### src/rtl/zeroriscy_mem_arb_pkg.sv
// zeroriscy_mem_arb_pkg: shared types for the
// instruction/data memory port arbiter.
package zeroriscy_mem_arb_pkg;

  typedef enum logic {
    REQ_INSTR = 1'b0,
    REQ_DATA  = 1'b1
  } req_id_e;

  typedef struct packed {
    logic        we;
    logic [3:0]  be;
    logic [31:0] addr;
    logic [31:0] wdata;
  } mem_req_t;

endpackage

### src/rtl/zeroriscy_mem_arbiter_if.sv
// zeroriscy_mem_arbiter_if: req/gnt/rvalid memory bus.
// master issues requests, slave grants and responds.
interface zeroriscy_mem_arbiter_if;
  logic        req;
  logic        we;
  logic [3:0]  be;
  logic [31:0] addr;
  logic [31:0] wdata;
  logic        gnt;
  logic        rvalid;
  logic [31:0] rdata;
  logic        err;

  modport master (
    output req, we, be, addr, wdata,
    input  gnt, rvalid, rdata, err
  );

  modport slave (
    input  req, we, be, addr, wdata,
    output gnt, rvalid, rdata, err
  );
endinterface

### src/rtl/zeroriscy_id_fifo.sv
// zeroriscy_id_fifo: in-order requester-ID queue that
// steers each memory response back to its issuer.
module zeroriscy_id_fifo
  import zeroriscy_mem_arb_pkg::*;
#(
  parameter int unsigned DEPTH = 2,
  localparam int unsigned PW = (DEPTH > 1) ? $clog2(DEPTH) : 1,
  localparam int unsigned CW = $clog2(DEPTH + 1)
) (
  input  logic          clk,
  input  logic          rst,
  input  logic          push,
  input  req_id_e       push_id,
  input  logic          pop,
  output req_id_e       head,
  output logic [CW-1:0] count,
  output logic          empty,
  output logic          full
);

  logic [DEPTH-1:0] mem_q, mem_d;
  logic [PW-1:0]    wptr_q, wptr_d;
  logic [PW-1:0]    rptr_q, rptr_d;
  logic [CW-1:0]    count_q, count_d;

  function automatic logic [PW-1:0] bump(
    input logic [PW-1:0] p
  );
    return (p == PW'(DEPTH - 1)) ? '0 : p + PW'(1);
  endfunction

  // Next-state for storage, pointers and occupancy
  always_comb begin
    mem_d   = mem_q;
    wptr_d  = wptr_q;
    rptr_d  = rptr_q;
    count_d = count_q + CW'(push) - CW'(pop);
    if (push) begin
      mem_d[wptr_q] = push_id;
      wptr_d        = bump(wptr_q);
    end
    if (pop) begin
      rptr_d = bump(rptr_q);
    end
  end

  // State registers, emptied by reset
  always_ff @(posedge clk or posedge rst) begin
    if (rst) begin
      mem_q   <= '0;
      wptr_q  <= '0;
      rptr_q  <= '0;
      count_q <= '0;
    end else begin
      mem_q   <= mem_d;
      wptr_q  <= wptr_d;
      rptr_q  <= rptr_d;
      count_q <= count_d;
    end
  end

  assign head  = req_id_e'(mem_q[rptr_q]);
  assign count = count_q;
  assign empty = (count_q == '0);
  assign full  = (count_q == CW'(DEPTH));

endmodule

### src/rtl/zeroriscy_mem_arbiter.sv
// zeroriscy_mem_arbiter: shares one memory port between
// fetch (m0) and data (m1), data first, fetch unstarved.
module zeroriscy_mem_arbiter
  import zeroriscy_mem_arb_pkg::*;
#(
  parameter int unsigned MAX_OUTSTANDING = 2,
  parameter int unsigned STARVE_LIMIT    = 4
) (
  input  logic                    clk,
  input  logic                    rst,
  zeroriscy_mem_arbiter_if.slave  m0,
  zeroriscy_mem_arbiter_if.slave  m1,
  zeroriscy_mem_arbiter_if.master s,
  output logic                    orphan_rsp
);

  localparam int unsigned CW = $clog2(MAX_OUTSTANDING + 1);
  localparam int unsigned SW = $clog2(STARVE_LIMIT + 1);

  logic [SW-1:0] starve_q, starve_d;
  logic          orphan_q, orphan_d;
  logic [CW-1:0] count;
  logic          empty, full;
  logic          issue_ok, starved, fwd, accept;
  logic          g0, g1, rsp_ok, rv0, rv1;
  req_id_e       win, head;
  mem_req_t      m0_pl, m1_pl, fwd_pl;

  assign m0_pl = '{we: m0.we, be: m0.be,
                   addr: m0.addr, wdata: m0.wdata};
  assign m1_pl = '{we: m1.we, be: m1.be,
                   addr: m1.addr, wdata: m1.wdata};

  assign issue_ok = (count < CW'(MAX_OUTSTANDING));
  assign starved  = (starve_q == SW'(STARVE_LIMIT));
  assign fwd      = ~rst & issue_ok & (m0.req | m1.req);
  assign accept   = fwd & s.gnt;

  // Data wins contention unless fetch has waited too long
  always_comb begin
    win = REQ_INSTR;
    if (m1.req && !(m0.req && starved)) begin
      win = REQ_DATA;
    end
  end

  // Forward the winner's payload, zero when nothing issues
  always_comb begin
    fwd_pl = '0;
    if (fwd) begin
      fwd_pl = (win == REQ_DATA) ? m1_pl : m0_pl;
    end
  end

  assign s.req   = fwd;
  assign s.we    = fwd_pl.we;
  assign s.be    = fwd_pl.be;
  assign s.addr  = fwd_pl.addr;
  assign s.wdata = fwd_pl.wdata;

  assign g0     = accept & (win == REQ_INSTR);
  assign g1     = accept & (win == REQ_DATA);
  assign m0.gnt = g0;
  assign m1.gnt = g1;

  // A response with nothing outstanding is never routed
  assign rsp_ok    = ~rst & s.rvalid & ~empty;
  assign rv0       = rsp_ok & (head == REQ_INSTR);
  assign rv1       = rsp_ok & (head == REQ_DATA);
  assign m0.rvalid = rv0;
  assign m1.rvalid = rv1;
  assign m0.rdata  = rv0 ? s.rdata : '0;
  assign m1.rdata  = rv1 ? s.rdata : '0;
  assign m0.err    = rv0 & s.err;
  assign m1.err    = rv1 & s.err;

  zeroriscy_id_fifo #(
    .DEPTH (MAX_OUTSTANDING)
  ) u_id_fifo (
    .clk     (clk),
    .rst     (rst),
    .push    (accept & ~full),
    .push_id (win),
    .pop     (s.rvalid & ~empty),
    .head    (head),
    .count   (count),
    .empty   (empty),
    .full    (full)
  );

  // Count fetch wait cycles; note stray responses
  always_comb begin
    starve_d = starve_q;
    if (!m0.req || g0) begin
      starve_d = '0;
    end else if (!starved) begin
      starve_d = starve_q + SW'(1);
    end
    orphan_d = orphan_q | (s.rvalid & empty);
  end

  // Arbitration state registers
  always_ff @(posedge clk or posedge rst) begin
    if (rst) begin
      starve_q <= '0;
      orphan_q <= 1'b0;
    end else begin
      starve_q <= starve_d;
      orphan_q <= orphan_d;
    end
  end

  assign orphan_rsp = orphan_q;

endmodule

### src/flat_wrapper.sv
// flat-port wrapper written by rule: the top's interface ports become plain ports
module zeroriscy_mem_arbiter_flat import zeroriscy_mem_arb_pkg::*;
#(
  parameter int unsigned MAX_OUTSTANDING = 2,
  parameter int unsigned STARVE_LIMIT    = 4
)
  (clk, rst, orphan_rsp, m0_req, m0_we, m0_be, m0_addr, m0_wdata, m0_gnt, m0_rvalid, m0_rdata, m0_err, m1_req, m1_we, m1_be, m1_addr, m1_wdata, m1_gnt, m1_rvalid, m1_rdata, m1_err, s_req, s_we, s_be, s_addr, s_wdata, s_gnt, s_rvalid, s_rdata, s_err);
  zeroriscy_mem_arbiter_if m0_i ();
  zeroriscy_mem_arbiter_if m1_i ();
  zeroriscy_mem_arbiter_if s_i ();
  input  logic clk;
  input  logic rst;
  output logic orphan_rsp;
  input wire logic [$bits(m0_i.req)-1:0] m0_req;
  input wire logic [$bits(m0_i.we)-1:0] m0_we;
  input wire logic [$bits(m0_i.be)-1:0] m0_be;
  input wire logic [$bits(m0_i.addr)-1:0] m0_addr;
  input wire logic [$bits(m0_i.wdata)-1:0] m0_wdata;
  output wire logic [$bits(m0_i.gnt)-1:0] m0_gnt;
  output wire logic [$bits(m0_i.rvalid)-1:0] m0_rvalid;
  output wire logic [$bits(m0_i.rdata)-1:0] m0_rdata;
  output wire logic [$bits(m0_i.err)-1:0] m0_err;
  input wire logic [$bits(m1_i.req)-1:0] m1_req;
  input wire logic [$bits(m1_i.we)-1:0] m1_we;
  input wire logic [$bits(m1_i.be)-1:0] m1_be;
  input wire logic [$bits(m1_i.addr)-1:0] m1_addr;
  input wire logic [$bits(m1_i.wdata)-1:0] m1_wdata;
  output wire logic [$bits(m1_i.gnt)-1:0] m1_gnt;
  output wire logic [$bits(m1_i.rvalid)-1:0] m1_rvalid;
  output wire logic [$bits(m1_i.rdata)-1:0] m1_rdata;
  output wire logic [$bits(m1_i.err)-1:0] m1_err;
  output wire logic [$bits(s_i.req)-1:0] s_req;
  output wire logic [$bits(s_i.we)-1:0] s_we;
  output wire logic [$bits(s_i.be)-1:0] s_be;
  output wire logic [$bits(s_i.addr)-1:0] s_addr;
  output wire logic [$bits(s_i.wdata)-1:0] s_wdata;
  input wire logic [$bits(s_i.gnt)-1:0] s_gnt;
  input wire logic [$bits(s_i.rvalid)-1:0] s_rvalid;
  input wire logic [$bits(s_i.rdata)-1:0] s_rdata;
  input wire logic [$bits(s_i.err)-1:0] s_err;
  assign m0_i.req = m0_req;
  assign m0_i.we = m0_we;
  assign m0_i.be = m0_be;
  assign m0_i.addr = m0_addr;
  assign m0_i.wdata = m0_wdata;
  assign m0_gnt = m0_i.gnt;
  assign m0_rvalid = m0_i.rvalid;
  assign m0_rdata = m0_i.rdata;
  assign m0_err = m0_i.err;
  assign m1_i.req = m1_req;
  assign m1_i.we = m1_we;
  assign m1_i.be = m1_be;
  assign m1_i.addr = m1_addr;
  assign m1_i.wdata = m1_wdata;
  assign m1_gnt = m1_i.gnt;
  assign m1_rvalid = m1_i.rvalid;
  assign m1_rdata = m1_i.rdata;
  assign m1_err = m1_i.err;
  assign s_req = s_i.req;
  assign s_we = s_i.we;
  assign s_be = s_i.be;
  assign s_addr = s_i.addr;
  assign s_wdata = s_i.wdata;
  assign s_i.gnt = s_gnt;
  assign s_i.rvalid = s_rvalid;
  assign s_i.rdata = s_rdata;
  assign s_i.err = s_err;
  zeroriscy_mem_arbiter #(.MAX_OUTSTANDING(MAX_OUTSTANDING), .STARVE_LIMIT(STARVE_LIMIT)) u_core (.clk(clk), .rst(rst), .m0(m0_i), .m1(m1_i), .s(s_i), .orphan_rsp(orphan_rsp));
endmodule
### config.mk
export PLATFORM = sky130hd
export DESIGN_NAME = zeroriscy_mem_arbiter_flat
export DESIGN_NICKNAME = d
export VERILOG_FILES = /design/src/rtl/zeroriscy_mem_arb_pkg.sv /design/src/rtl/zeroriscy_mem_arbiter_if.sv /design/src/rtl/zeroriscy_id_fifo.sv /design/src/rtl/zeroriscy_mem_arbiter.sv /design/src/flat_wrapper.sv
export SDC_FILE = /design/constraint.sdc
export NUM_CORES = 1
export LEC_CHECK = 0
export ABC_AREA = 0
export CORE_AREA = 3 3 121 123
export DETAILED_ROUTE_END_ITERATION = 7
export DIE_AREA = 0 0 124 126
export PLACE_DENSITY_LB_ADDON = 0.3
export SYNTH_ARGS = -nofsm -noshare
export SYNTH_HDL_FRONTEND = slang
export SYNTH_HIERARCHICAL = 1
export SYNTH_SLANG_ARGS = --single-unit
### constraint.sdc
create_clock -name clk -period 2 [get_ports clk]
set_input_delay 0.2 -clock clk [delete_from_list [all_inputs] [get_ports clk]]
set_output_delay 0.2 -clock clk [all_outputs]
set_load 0.02 [all_outputs]
# Yosys cells after proc, flatten, opt, wreduce, memory -nomap -nowiden
# Cells that the tools add are included.
[totals] romBits=0 memories=0 wordCells=60 ramBits=0 inputBits=177 latchBits=0 regBits=10
[op_classes] muxes=14 n_reduce_logical=7 n_lt_le_gt_ge=4 n_eq_ne=3 add_sub_neg=5 mul=0 bitwise=21 div_mod_pow=0 shift=0
[ops] operator="$mux 69" n=2
[ops] operator="$mux 32" n=2
[ops] operator="$and 1x1->1" n=14
[ops] operator="$mux 1" n=6
[ops] operator="$mux 3" n=2
[ops] operator="$not 1->1" n=5
[ops] operator="$lt 1x2->1 const B" n=2
[ops] operator="$add 3x1->3 const B" n=1
[ops] operator="$eq 3x3->1 const B" n=1
[ops] operator="$logic_and 1x1->1" n=3
[ops] operator="$add 1x1->1 const B" n=2
[ops] operator="$add 2x1->2" n=1
[ops] operator="$bwmux 2" n=1
[ops] operator="$eq 2x2->1 const B" n=1
[ops] operator="$logic_not 1->1" n=2
[ops] operator="$logic_not 2->1" n=1
[ops] operator="$lt 2x2->1 const B" n=1
[ops] operator="$ne 2x2->1 const B" n=1
[ops] operator="$or 1x1->1" n=2
[ops] operator="$sub 2x1->2" n=1
[ops] operator="$demux 1 s1" n=1
[ops] operator="$ge 1x1->1 const B" n=1
[ops] operator="$logic_or 1x1->1" n=1

# Longest topological paths before layout
# Gate-level depths: netlist (run 1).
[depth] word_depth=9 depth_mapped=10 ltp_nobuf=8

# Hierarchy
# The synthesis (run 1) kept the hierarchy.
[by_module_without_submodules] mod="zeroriscy_mem_arbiter" area_each_um2=2039.5 instances=1 cells_each=355
[by_module_without_submodules] mod="zeroriscy_id_fifo" area_each_um2=282.8 instances=1 cells_each=22

# Worst setup path before layout (run 1)
# Ideal clock, no wire load.
[synth_path] path_type="flip-flop to flip-flop" from="register u_core.u_id_fifo.count_q[1], in the netlist u_core/u_id_fifo/count[1]" to="register u_core.u_id_fifo.count_q[1], in the netlist u_core/u_id_fifo/count[1]" n_path_buf=0 required_ns=1.877 slack_ns=-0.048 path_stages_with_launch=9 setup_ns=0.123 arrival_time_ns=1.925 path_cell_list="dfrtp_1 or3b_1 nor3_1 inv_1 ha_1 inv_1 ha_1 xnor2_1 xnor2_1"
[synth_via] elab_chain_len=7 elab_cells_between_ends=12 cone_classes="2 x add/sub; 1 x order compare; 1 x eq/ne; 7 x bitwise; 1 x reduce/logical"
[synth_rtl] element="start, declared" line_no="zeroriscy_id_fifo.sv:24" rtl="logic [CW-1:0] count_q, count_d;"
[synth_rtl] element="start signal, assigned" line_no="zeroriscy_id_fifo.sv:58" rtl="count_q <= count_d;"
[synth_rtl] element="$lt 2x2->1" line_no="zeroriscy_mem_arbiter.sv:34" rtl="assign issue_ok = (count < CW'(MAX_OUTSTANDING));"
[synth_rtl] element="$and 1x1->1 (2 in series)" line_no="zeroriscy_mem_arbiter.sv:36" rtl="assign fwd = ~rst & issue_ok & (m0.req | m1.req);"
[synth_rtl] element="$and 1x1->1" line_no="zeroriscy_mem_arbiter.sv:37" rtl="assign accept = fwd & s.gnt;"
[synth_rtl] element="$and 1x1->1" line_no="zeroriscy_mem_arbiter.sv:82" rtl=".push (accept & ~full),"
[synth_rtl] element="$add 2x1->2" line_no="zeroriscy_id_fifo.sv:37" rtl="count_d = count_q + CW'(push) - CW'(pop);"
[synth_rtl] element="$sub 2x1->2 (*)" line_no="zeroriscy_id_fifo.sv:37"
[synth_rtl] element="net u_core.u_id_fifo.count_d[1]" line_no="zeroriscy_id_fifo.sv:24"
# Mark *: on every way through the listed nets, which the timed path passes. The rest lies on a longest branch.
# A chain may end at the register's enable or synchronous reset.

# Worst setup path after layout (run 1)
[layout_path] from="register u_core.u_id_fifo.rptr_q" to="output port m1_rdata[25]"
[layout_via] elab_chain_len=4
[layout_rtl] element="start, declared" line_no="zeroriscy_id_fifo.sv:23" rtl="logic [PW-1:0] rptr_q, rptr_d;"
[layout_rtl] element="start signal, assigned" line_no="zeroriscy_id_fifo.sv:57" rtl="rptr_q <= rptr_d;"
[layout_rtl] element="$mux 1 (not written as such) (2 in series)" line_no="zeroriscy_id_fifo.sv:62" rtl="assign head = req_id_e'(mem_q[rptr_q]);"
[layout_rtl] element="net u_core.head" line_no="zeroriscy_mem_arbiter.sv:26" rtl="req_id_e win, head;"
[layout_rtl] element="$and 1x1->1" line_no="zeroriscy_mem_arbiter.sv:69" rtl="assign rv1 = rsp_ok & (head == REQ_DATA);"
[layout_rtl] element="$mux 32" line_no="zeroriscy_mem_arbiter.sv:73" rtl="assign m1.rdata = rv1 ? s.rdata : '0;"
[layout_rtl] element="end, declared" line_no="flat_wrapper.sv:30" rtl="output wire logic [$bits(m1_i.rdata)-1:0] m1_rdata;"
# The timed path passes the listed nets, and every way through them passes these cells. The select of a mux whose other input is x is not followed.

==> results.yml, run 1 <==
place:
  place_congestion: 0.863
  dp_slack_ns: -0.348
  portBuffers: 317
  dp_hpwl_um: 11700
hold_path:
  hold_class: "in -> async"
run_status:
  status: "completed"
timing:
  hold_viol_final: 0
  fin_crit_ns: 1.99
  slew_headroom_pct: 80.7
  setup_tns_ns: 0
  worst_pin_slew_ns: 0.288
  finalMaxSlewViolations: 0
  setup_viol: 0
  grt_setup_unrepaired: "true"
  fin_worst_skew_ns: 0.00183
  finalCritPeriodShare_pct: 99.4
  clock.fmax_ghz: 0.503
  fin_ws_ns: 0.0115
synth:
  synth_compound_area_share_pct: 17.1
  synth_common_cells: "141 x nand3_1, 69 x a21oi_1, 67 x and2_1, 28 x buf_2, 10 x dfrtp_1"
  yosysWarningCount: 6
  syn-cell-area_mm2: 0.00232
  ys_seq_area_share_pct: 10.8
  yosys.area.top_type_share_pct: 30.4
  synth_largest_area_cell: "nand3_1"
  avgSynthCellArea_um2: 6.16
  yosys-top-cells-area: "nand3_1 30%, and2_1 18%, a21oi_1 15%, dfrtp_1 11%, buf_2 6.0%"
  synth_top_family_by_area: "simple AND/OR/NAND/NOR gates"
  synth.net_count: 558
  muxShareOfSynthArea_pct: 2.26
  syn-instance-count: 377
  synth-async-reset-ratio_pct: 100
  synth_xor_area_share_pct: 1.51
  synth_edf_count: 0
  ys_types: 31
  synth_most_common_cell: "nand3_1"
  ys.flop_type: "dfrtp_1"
  yosys.area_share.simple_pct: 53.7
  ys_ff_latch: 10
  synthAdderAreaFrac_pct: 2.16
grt:
  grt_pass1_wl_um: 21200
  grt_max_degree: 59
  grt_overflow: 0
  gr-usage-all-layers_pct: 17.0
  first_global_vias: 4143
  antenna_found_initial: 0
routing:
  wl_per_cell_um: 17.0
  wirelength_um: 14800
  detail_route.vias_per_cell: 4.69
  routed-via-count: 4080
  drtIter0Drc: 147
  postRouteAntennaNets: 0
  post-route-drc-count: 0
  drtPass1Iterations: 4
pwr:
  p_leak_nw: 2.54
  vdd_drop_max_uv: 325
  power.density_mw_per_mm2: 592
setup_path:
  path_cells: "mux2_4, and3_1, buf_12, and2_1, clkdlybuf4s15_1"
  endpoint_kind: "output pin"
  max_stage_delay_ns: 0.39
  crit_type: "reg -> out"
  cp-start-kind: "flop"
  slowest_stage: "dfrtp_1"
  path_max_fanout: 34
  worstPathArrival_ns: 1.79
  required_ns: 1.80
clock_network:
  clkLatencyLatePin_ns: 0.24
  clock_tree.buffer_depth: 2
  ctsHoldBuffers: 0
  clkTransAtPathRegs_ns: 0.04
  cts_max_level: 1
  cts_root_buffer: "clkbuf_16"
  clock-sinks: 10
  cts-buffers-inserted: 3
  cts_tree: "built"
final_layout:
  regArea_um2: 251
  diodes: 0
  layout-drive-gt1-share_pct: 30.6
  nFillCells: 1476
  multi_input_comb_area_mm2: 0.00190
  finalNetCount: 873
  area_delta_synth_final_pct: 141
floorplanning:
  row_count: 43
  core_area_mm2: 0.0138
  start_util_pct: 16.9
  die-area_mm2: 0.0156
  fp.dieH_um: 126
  die_w_um: 124
  num_io_pins: 318
job:
  cap_violations: 0
logic make-up (layout without fill, tap and decap cells):
family / after synthesis / count (layout)
buffers and inverters: 53 / 366
multiplexers: 4 / 4
adder cells (fa/ha/maj): 4 / 4
AO/OA/AOI/OAI: 75 / 75
AND/OR/NAND/NOR: 227 / 227
XOR/XNOR: 4 / 4
flip-flops: 10 / 10
flip-flops by register name, summed over array words and instances, names as in the netlist:
signal and count:
u_core/starve_q 3, u_core/orphan_rsp 1, u_core/u_id_fifo/rptr_q 1, u_core/u_id_fifo/count 2, u_core/u_id_fifo/wptr_q 1, u_core/u_id_fifo/mem_q 2
cell type report:
type | count | area share [%]
timing repair buffer | 357 | 55.8
multi-input combinational | 314 | 33.9
sequential | 10 | 4.49
tap | 180 | 4.02
clock buffer | 3 | 1.34
inverter | 6 | 0.402
per-stage QoR:
step	total power [mW]	instances	area (um^2)	hold WS [ns]	utilization, %
after floorplan	1.60	377	2330	-0.0288	-
after global routing	3.54	870	5600	0.185	40.7
after detailed placement	2.92	857	5760	0.450	41.8
final	3.32	870	5600	0.140	40.7
after global placement	2.88	857	5760	0.450	41.8
after CTS	3.29	870	5830	0.133	42.3
power by group:
group | switching, mW | total (mW) | leakage (nW) | internal (mW)
Combinational | 1.33 | 2.62 | 2.38 | 1.29
Clock | 0.0917 | 0.351 | 0.0370 | 0.259
Sequential | 0.0714 | 0.352 | 0.119 | 0.281
timing repair:
item,CTS,global route
gates resized for setup,488,116
pin swaps,3,7
setup buffers,8,4
cloned,2,0
setup endpoints to repair,140,104
placed cells by master, fill, tap and decap left out, types with 4 or more instances in the layout:
cell             synthesis  layout
clkdlybuf4s50_1          0     174
nand3_1                141     140
buf_2                   28      65
a21oi_1                 69      65
and2_1                  67      62
buf_4                    1      43
clkbuf_2                 0      31
buf_6                    7      21
buf_12                   0       9
dfrtp_1                 10       9
dlygate4sd2_1            0       5
and2_4                   0       5
clkdlybuf4s15_2          0       4
nand2_1                  4       4
inv_2                    0       4
a21oi_2                  0       4
worst max-delay path: cells and delay by family (launching register included):
kind / cells / cell delay (ns)
buffers and inverters: 2 / 0.46
flip-flops: 1 / 0.39
AND/OR/NAND/NOR: 2 / 0.37
multiplexers: 1 / 0.33
worst paths after layout:
check | to | start | cells past startpoint | slack (ns)
worst max-delay path | m1_rdata[25] | u_core/u_id_fifo/rptr_q | 5 | 0.01
worst min-delay path | u_core/u_id_fifo/count[1] | rst | 2 | 0.14
worst max register to register | u_core/u_id_fifo/count[1] | u_core/u_id_fifo/count[1] | 10 | 0.02
worst min register to register | u_core/orphan_rsp | u_core/orphan_rsp | 1 | 0.45
max in group asynchronous | u_core/u_id_fifo/count[1] | rst | 2 | 1.64
min in group clk | u_core/orphan_rsp | u_core/orphan_rsp | 1 | 0.45
layer usage:
layer  share of wire [%]  GRT usage [%]  up-vias
met5                   0              0        -
met4                 2.0           5.54        0
met3                 9.4           3.46       22
met2                  53           33.7      227
met1                  35           17.2     1884
li1                    -              -     1947
(Power assumes the default switching activity.)
==> run 2, diff against run 1 <==
--- a/config.mk
+++ b/config.mk
@@ -6,9 +6,9 @@
 export NUM_CORES = 1
 export LEC_CHECK = 0
 export ABC_AREA = 0
-export CORE_AREA = 3 3 121 123
+export CORE_AREA = 3 3 122 124
 export DETAILED_ROUTE_END_ITERATION = 7
-export DIE_AREA = 0 0 124 126
+export DIE_AREA = 0 0 125 127
 export PLACE_DENSITY_LB_ADDON = 0.3
 export SYNTH_ARGS = -nofsm -noshare
 export SYNTH_HDL_FRONTEND = slang
==> constraint.sdc (replaced) <==
create_clock -name clk -period 2.4 [get_ports clk]
set_input_delay 0.24 -clock clk [delete_from_list [all_inputs] [get_ports clk]]
set_output_delay 0.24 -clock clk [all_outputs]
set_load 0.02 [all_outputs]
==> run 2 against run 1 <==
  * Non-clock buffer count shrank 24
  * Total power shrank 24%
  * Final cell count shrank 2.5%
  * Largest power group unchanged
==> results.yml, run 2 (synthesis gave the netlist of run 1 again) <==
run_status:
  status: "completed"
final_layout:
  area_delta_synth_final_pct: 151
  top_register: "u_core/starve_q"
  stdcell_count: 848
  fin_util_pct: 42.0
  layout-drive-gt1-share_pct: 5.70
  final_design_area_no_fill_mm2: 0.00583
  largest_reg_flops: 3
  final_cell_mix: "180 x clkdlybuf4s50_1, 140 x nand3_1, 69 x a21oi_1, 67 x dlygate4sd2_1, 67 x and2_1"
  final_common_cell: "clkdlybuf4s50_1"
  finalNetCount: 849
routing:
  detail_route.vias_per_cell: 4.67
  post-route-drc-count: 0
  drtIter0Drc: 176
  postRouteAntennaNets: 0
  routed-via-count: 3963
  drtPass1Iterations: 4
  wl_per_cell_um: 16.4
  wirelength_um: 13900
clock_network:
  clock_tree.buffer_depth: 2
  cts-buffers-inserted: 3
  cts_root_buffer: "clkbuf_16"
  clock-sinks: 10
  ctsHoldBuffers: 0
  cts_max_level: 1
  clkLatencyLatePin_ns: 0.24
  cts_tree: "built"
  clkTransAtPathRegs_ns: 0.04
grt:
  grt_pass1_wl_um: 20600
  gr-usage-met2_pct: 30.7
  top_usage_layer: "met2"
  antenna_found_initial: 1
  first_global_vias: 3888
  use_met3_pct: 4.85
  grt_overflow: 0
  gr-usage-all-layers_pct: 15.6
  grt_max_degree: 77
  grt_util_met1_pct: 16.1
setup_path:
  r2r_start: "u_core/u_id_fifo/count[1]"
  endpoint_kind: "output pin"
  worstPathArrival_ns: 2.06
  slowest_stage: "clkdlybuf4s50_1"
  path_max_fanout: 11
  path_cells: "inv_1, ha_1, nand3_2, buf_4, and3_1, clkdlybuf4s50_1"
  cp-startpoint: "u_core/starve_q[0]"
  reg2reg_depth: 8
  required_ns: 2.16
  crit_type: "reg -> out"
  max_stage_delay_ns: 0.54
  cp-start-kind: "flop"
timing:
  finalCritPeriodShare_pct: 95.9
  setup_viol: 0
  slew_headroom_pct: 74.0
  finalMaxSlewViolations: 0
  clock.fmax_ghz: 0.434
  hold_viol_final: 0
  setup_tns_ns: 0
  fin_worst_skew_ns: 0.00219
  fin_crit_ns: 2.30
  worst_pin_slew_ns: 0.390
  grt_setup_unrepaired: "false"
place:
  place_inst: 843
  place_congestion: 0.905
  dp_hpwl_um: 10900
  place_area_mm2: 0.00566
  portBuffers: 317
hold_path:
  hold_class: "in -> async"
floorplanning:
  die_w_um: 125
  core_area_mm2: 0.0139
  num_io_pins: 318
  fp.dieH_um: 127
  start_util_pct: 16.7
  die-area_mm2: 0.0159
  row_count: 43
pwr:
  p_leak_nw: 3.54
  vdd_drop_max_uv: 222
  power.density_mw_per_mm2: 434
job:
  cap_violations: 0
run 2: cell count changes in the layout (fill, tap and decap cells not counted), moves of 5 or more:
cell,before,now
clkbuf_2,31,2
buf_4,43,10
dlymetal6s2s_1,0,63
buf_2,65,2
buf_6,21,0
clkdlybuf4s50_1,174,180
and2_4,5,0
and2_1,62,67
dlygate4sd2_1,5,67
run 2: power by group:
| part | total (mW) | switching [mW] | internal, mW |
|---|---|---|---|
| sequential | 0.288 | 0.0540 | 0.234 |
| clock | 0.332 | 0.0815 | 0.251 |
| combinational | 1.91 | 0.983 | 0.925 |
| total | 2.53 | 1.12 | 1.41 |
run 2: what timing repair did:
action | CTS | global route
setup endpoints to repair | 70 | 96
endpoints found under the hold margin | 0 | 0
gates resized for setup | 70 | 71
buffers inserted | 0 | 0
run 2: cell type report:
cell class                 instances  area, um^2
fill                            1425        8050
timing repair buffer             333        3440
multi-input combinational        314        1800
sequential                        10         251
tap                              180         225
clock buffer                       4        88.8
inverter                           6        22.5
antenna                            1        2.50
run 2: metrics by stage:
| stage | hold WS, ns | power [mW] | setup slack (ns) |
|---|---|---|---|
| global route | 0.409 | 2.69 | 0.00200 |
| detailed placement | 0.474 | 2.33 | -0.0249 |
| floorplan | 0.0112 | 1.33 | 0.352 |
| finish | 0.334 | 2.53 | 0.0985 |
| global placement | 0.470 | 2.30 | 0.00785 |
| CTS | 0.356 | 2.57 | 0.00154 |
run 2: worst paths after layout:
kind | end | slack (ns)
max | m1_gnt | 0.1
min reg2reg | u_core/u_id_fifo/wptr_q | 0.48
min | u_core/u_id_fifo/count[0] | 0.33
max in group asynchronous | u_core/orphan_rsp | 1.77
max reg2reg | u_core/u_id_fifo/count[1] | 0.37
min in group clk | u_core/u_id_fifo/wptr_q | 0.48
run 2: routing by layer:
layer / vias up / wire (um)
met5: - / 0
li1: 1899 / -
met1: 1825 / 4840
met2: 228 / 7450
met4: 0 / 210
met3: 11 / 1370
run 2: critical path, delay by kind of cell, from the launching register on:
kind,cells,cell delay (ns)
and+or+nand+nor,2,0.33
adders and majority gates,1,0.26
DFF,1,0.40
buffers and inverters,3,0.83
